## src/rtl/multicycle_ctrl.sv

```systemverilog
// multicycle_ctrl: RV32I-subset multicycle control FSM (FETCH/DECODE/EXECUTE/MEM/WB) with PC.
// Define MULTICYCLE_CTRL_BNE_EN to support bne; otherwise bne decodes as illegal.
module multicycle_ctrl #(
    parameter int                    Address_Width_RegFile = 5,
    parameter int                    Data_Width            = 32,
    parameter logic [Data_Width-1:0] RESET_PC              = '0
) (
    input  logic                             clk,
    input  logic                             rst_n,
    input  logic [31:0]                      instr,
    input  logic                             instr_valid,
    output logic                             instr_req,
    output logic [Data_Width-1:0]            pc,
    input  logic                             eq,
    output logic [Address_Width_RegFile-1:0] rs1,
    output logic [Address_Width_RegFile-1:0] rs2,
    output logic [Address_Width_RegFile-1:0] rd,
    output logic                             regFileWen,
    output logic                             ALUSrc,
    output logic [Data_Width-1:0]            ImmOp,
    output logic [3:0]                       ALU_ctrl,
    output logic                             MemWrite,
    output logic                             ResultSrc,
    output logic                             illegal
);
    typedef enum logic [2:0] {FETCH, DECODE, EXECUTE, MEM, WB} state_t;
    typedef enum logic [2:0] {K_R, K_ADDI, K_LW, K_SW, K_BEQ, K_BNE, K_ILL} kind_t;

    state_t                state, next;
    kind_t                 kind, dec_kind;
    logic [31:0]           ir;
    logic [3:0]            dec_alu;
    logic [Data_Width-1:0] dec_imm, imm_i, imm_s, imm_b;
    logic [6:0]            op, f7;
    logic [2:0]            f3;
    logic                  is_br, taken, pc_step, pc_jump;

    assign op = ir[6:0];
    assign f3 = ir[14:12];
    assign f7 = ir[31:25];
    assign imm_i = {{(Data_Width-12){ir[31]}}, ir[31:20]};
    assign imm_s = {{(Data_Width-12){ir[31]}}, ir[31:25], ir[11:7]};
    assign imm_b = {{(Data_Width-13){ir[31]}}, ir[31], ir[7], ir[30:25], ir[11:8], 1'b0};
    assign dec_imm = op == 7'b0100011 ? imm_s : op == 7'b1100011 ? imm_b : imm_i;

    always_comb begin
        dec_kind = K_ILL;
        dec_alu = 4'b0000;
        case (op)
            7'b0110011: begin
                dec_kind = K_R;
                if (f7 == 7'b0100000 && f3 == 3'b000) dec_alu = 4'b0001;
                else if (f7 != 7'b0000000) dec_kind = K_ILL;
                else if (f3 == 3'b111) dec_alu = 4'b0010;
                else if (f3 == 3'b110) dec_alu = 4'b0011;
                else if (f3 == 3'b010) dec_alu = 4'b0101;
                else if (f3 != 3'b000) dec_kind = K_ILL;
            end
            7'b0010011: dec_kind = f3 == 3'b000 ? K_ADDI : K_ILL;
            7'b0000011: dec_kind = f3 == 3'b010 ? K_LW : K_ILL;
            7'b0100011: dec_kind = f3 == 3'b010 ? K_SW : K_ILL;
            7'b1100011: begin
                dec_alu = 4'b0001;
`ifdef MULTICYCLE_CTRL_BNE_EN
                dec_kind = f3 == 3'b000 ? K_BEQ : f3 == 3'b001 ? K_BNE : K_ILL;
`else
                dec_kind = f3 == 3'b000 ? K_BEQ : K_ILL;
`endif
            end
            default: dec_kind = K_ILL;
        endcase
    end

    always_ff @(posedge clk or negedge rst_n)
        if (!rst_n) state <= FETCH;
        else state <= next;

    always_comb begin
        next = state;
        case (state)
            FETCH:   next = instr_valid ? DECODE : FETCH;
            DECODE:  next = dec_kind == K_ILL ? FETCH : EXECUTE;
            EXECUTE: next = is_br ? FETCH : (kind == K_LW || kind == K_SW) ? MEM : WB;
            MEM:     next = kind == K_SW ? FETCH : WB;
            default: next = FETCH;
        endcase
    end

    always_comb begin
        instr_req = rst_n && state == FETCH;
        illegal = state == DECODE && dec_kind == K_ILL;
        MemWrite = state == MEM && kind == K_SW;
        regFileWen = state == WB && rd != '0;
        ResultSrc = state == WB && kind == K_LW;
    end

    assign is_br = kind == K_BEQ || kind == K_BNE;
    assign taken = kind == K_BNE ? !eq : eq;
    assign pc_jump = state == EXECUTE && is_br && taken;
    assign pc_step = (state == DECODE && dec_kind == K_ILL) || (state == EXECUTE && is_br && !taken)
                   || (state == MEM && kind == K_SW) || state == WB;

    // Operands are latched in DECODE and held until the next DECODE, keeping the ALU result stable through WB.
    always_ff @(posedge clk or negedge rst_n)
        if (!rst_n) begin
            pc <= RESET_PC;
            ir <= '0;
            kind <= K_R;
            rs1 <= '0;
            rs2 <= '0;
            rd <= '0;
            ImmOp <= '0;
            ALU_ctrl <= '0;
            ALUSrc <= 1'b0;
        end else begin
            if (state == FETCH && instr_valid) ir <= instr;
            if (state == DECODE) begin
                rs1 <= Address_Width_RegFile'(ir[19:15]);
                rs2 <= Address_Width_RegFile'(ir[24:20]);
                rd <= Address_Width_RegFile'(ir[11:7]);
                ImmOp <= dec_imm;
                ALU_ctrl <= dec_alu;
                ALUSrc <= dec_kind == K_ADDI || dec_kind == K_LW || dec_kind == K_SW;
                kind <= dec_kind;
            end
            if (pc_jump) pc <= pc + ImmOp;
            else if (pc_step) pc <= pc + Data_Width'(4);
        end
endmodule
```

## config.mk

```make
export PLATFORM = sky130hd
export DESIGN_NAME = multicycle_ctrl
export DESIGN_NICKNAME = d
export VERILOG_FILES = /design/src/rtl/multicycle_ctrl.sv
export SDC_FILE = /design/constraint.sdc
export NUM_CORES = 1
export LEC_CHECK = 0
export BUFFER_PORTS_ARGS = -buffer_cell sky130_fd_sc_hd__buf_2
export CAP_MARGIN = 20
export CORE_MARGIN = 3
export CORE_UTILIZATION = 55
export CTS_CLUSTER_DIAMETER = 120
export CTS_CLUSTER_SIZE = 24
export DETAILED_ROUTE_END_ITERATION = 12
export GPL_TIMING_DRIVEN = 0
export HOLD_SLACK_MARGIN = 0.05
export PLACE_DENSITY = 0.88
export SYNTH_ARGS = -nofsm -noshare
export SYNTH_HDL_FRONTEND = slang
export SYNTH_SLANG_ARGS = --single-unit
```

## constraint.sdc

```tcl
create_clock -name clk -period 5.8 [get_ports clk]
set_clock_uncertainty 0.15 [all_clocks]
set_input_delay 0.29 -clock clk [delete_from_list [all_inputs] [get_ports clk]]
set_output_delay 0.29 -clock clk [all_outputs]
set_load 0.005 [all_outputs]
```

==> flow_summary.toml <==
[outcome]
status = "completed"

[power]
power_density_nw_per_um2 = 336.8
power.static_leakage_nw = 3.861
vdd_drop_max_mv = 0.2348
finalPower_mw = 2.773

[logic_synthesis]
ys_types = 80
avgSynthCellArea_um2 = 8.669
netlist_area_um2 = 6761
ys_ff_latch = 102
synthFlopType = "dfrtp_1"
synth.net_count = 851
synthArstFlopShare = 1.000
yosys_warnings = 0
synth_edf_count = 0
synth_cells = 780
synth-seq-area-share = 0.3775

[worst_setup_path]
ff2ff_path_depth = 11
cp_num_buf_inv = 2
slowest_stage = "dfrtp_1"
cp-end-kind = "flip-flop"
r2r-start = "ImmOp[12]"
startpoint_type = "flip-flop"
timing.rr.end = "pc[31]"
cp.depth = 11
cpMostUsedCell = "xnor2_1"
cp.required_ns = 5.88
crit_path_max_fanout = 29
reg2reg_slack_ns = 2.59
crit_family = "compound AO/OA/AOI/OAI gates"
critPathMaxStageDelay_ns = 0.63
cp.arrival_ns = 3.29
crit_chain = "buf_16 -> ha_1 -> clkbuf_2 -> a21oi_1 -> o21ai_0 -> a41oi_1 -> a31oi_4 -> a221oi_2 -> xnor2_1 -> a32oi_1 -> xnor2_1"
crit_type = "flip-flop to flip-flop"

[finish]
area_growth_pct = 21.76
finalNonFillerCells = 1096
finish.net_count = 1020
drive_gt1_frac = 0.2288
stdcell_area_um2 = 8233
mostFrequentLayoutCells = "nand2_1 (136), buf_2 (126), dfrtp_1 (102)"
fin_util = 0.7030
antennaDiodeCount = 0
mostFrequentLayoutCell = "nand2_1"

[global_routing]
grt_overflow_total = 0
grt_max_degree = 74
grt_pass1_wl_mm = 31.56
antenna_found_initial = 0
grt_pass1_vias = 6435
track_usage = 0.2903

[die]
initial_core_util = 0.5774
core_um2 = 11710
dieArea_um2 = 13660
ios = 125
num_rows = 39
die_height_um = 116.9
dieWidth_um = 116.9

[clocking]
clk_latency_ns = 0.35
cts_max_path_buffers = 2
cts-htree-levels = 3
cts.reportedPaths.clkPinSlew_ns = 0.07
cts_tree = "yes"
cts.sinks = 102
numCtsBuffers = 9
cts-root-buf = "clkbuf_16"

[sta]
finalCritPeriodShare = 0.5532
holdWs_ns = 0.2851
timing.setup.tns_ns = 0
finalMaxSlewViolations = 0
max_slew_margin = 0.5181
fmax_mhz = 311.7
finalCriticalPeriod_ns = 3.209
setup_slack_ns = 2.591
worstMarginPinSlew_ns = 0.7228
finalHoldViolCount = 0
rsz0062_at_grt = "false"
setup_viol = 0

[placed_design]
dp_hpwl_mm = 13.54
gp_congestion = 0.9458
portBuffers = 123
dpl.cell_count = 1048
place_ws_ns = 2.595
place_area_um2 = 7614

[routing]
drc = 0
dr.first_iter.drc_count = 448
routedWlPerCell_um = 17.82
dr_total_vias = 6658
ant_nets = 0
via_per_inst = 6.075
drt_wl_total_mm = 19.53
dr.pass1.iters = 5

[min_path]
hp-class = "primary input to async pin"

[job]
maxCapViolCount = 0
power breakdown:
| group | leakage (nW) | internal [mW] | switching (mW) |
|---|---|---|---|
| clock | 0.139 | 0.334 | 0.274 |
| combinational | 2.48 | 0.536 | 0.645 |
| sequential | 1.25 | 0.832 | 0.151 |
cell usage after synthesis (all sizes together) (3+ instances only):
library cell / count / area (um^2)
ha: 34 / 425.4
a21oi: 70 / 357.8
and3: 7 / 43.79
mux2i: 6 / 60.06
or3: 6 / 37.54
nand4: 10 / 62.56
nor2b: 4 / 25.02
clkbuf: 27 / 102.6
nor3b: 4 / 30.03
o22ai: 3 / 18.77
buf: 27 / 188.9
xnor2: 15 / 131.4
a211oi: 3 / 22.52
a21o: 11 / 83.83
a22oi: 3 / 22.52
or2: 4 / 25.03
nand3b: 3 / 22.52
xor2: 13 / 113.9
nand2: 137 / 516.8
nor3: 23 / 141.4
nor2: 46 / 172.7
a31oi: 8 / 80.08
o21bai: 7 / 56.30
o21a: 5 / 37.54
nand3: 24 / 120.1
o22a: 4 / 35.03
o21ai: 62 / 310.3
nand2b: 7 / 43.79
dfrtp: 102 / 2552
a221o: 3 / 30.03
inv: 17 / 63.81
o221ai: 3 / 26.28
mux2: 31 / 349.1
and2: 7 / 45.05
nor4: 7 / 43.79
final cells by class:
type	instances	area, um^2
fillers	885	3478
repair buffers	158	1003
clock inverters	5	60.06
clock buffers	10	229.0
flip-flops and latches	102	2552
inverters	17	63.81
multi-input cells	607	3854
plain buffers	54	291.5
well taps	143	178.9
how the worst max path moves through the flow:
stage                     startpoint     end
final                      ImmOp[12]  pc[31]
after global routing       ImmOp[12]  pc[31]
after CTS                  ImmOp[12]  pc[31]
after detailed placement   ImmOp[12]  pc[31]
after global placement     ImmOp[12]  pc[31]
after floorplan            ImmOp[12]  pc[31]
worst register-to-register path, delay by kind of cell (launching register included):
kind | cells | cell delay [ns]
buf+inv | 2 | 0.41
compound gates | 6 | 1.32
flops | 1 | 0.63
fa+ha+maj | 1 | 0.26
xor+xnor | 2 | 0.32
cells by family after synthesis:
logic type / share of synthesized area
XOR/XNOR: 0.03627
flip-flops: 0.3775
other: 0.0005546
buffers and inverters: 0.05255
AO/OA/AOI/OAI: 0.2049
AND/OR/NAND/NOR: 0.2019
multiplexers: 0.06051
adder cells (fa/ha/maj): 0.06588
what timing repair did:
| item | in CTS | in global routing |
|---|---|---|
| setup endpoints to repair | 0 | 0 |
| endpoints found under the hold margin | 62 | 0 |
| hold buffers | 33 | 0 |
| resized for setup | 0 | 0 |
| buffers inserted | 0 | 0 |
per-layer routing:
layer | routed length, um | part of all wire | GRT usage | vias up
li1 | - | - | - | 3121
met1 | 7879 | 0.40 | 0.3637 | 3187
met2 | 9618 | 0.49 | 0.4930 | 295
met3 | 1376 | 0.070 | 0.05501 | 55
met4 | 651 | 0.033 | 0.1223 | 0
met5 | 0 | 0 | 0 | -
flip-flops by register name, summed over array words and instances, names as in the netlist:
name,cells
rs2,5
ALU_ctrl,3
rs1,5
kind,3
ir,32
ImmOp,13
ALUSrc,1
state,3
pc,32
rd,5
No activity file was read; power rests on OpenSTA's default activity.
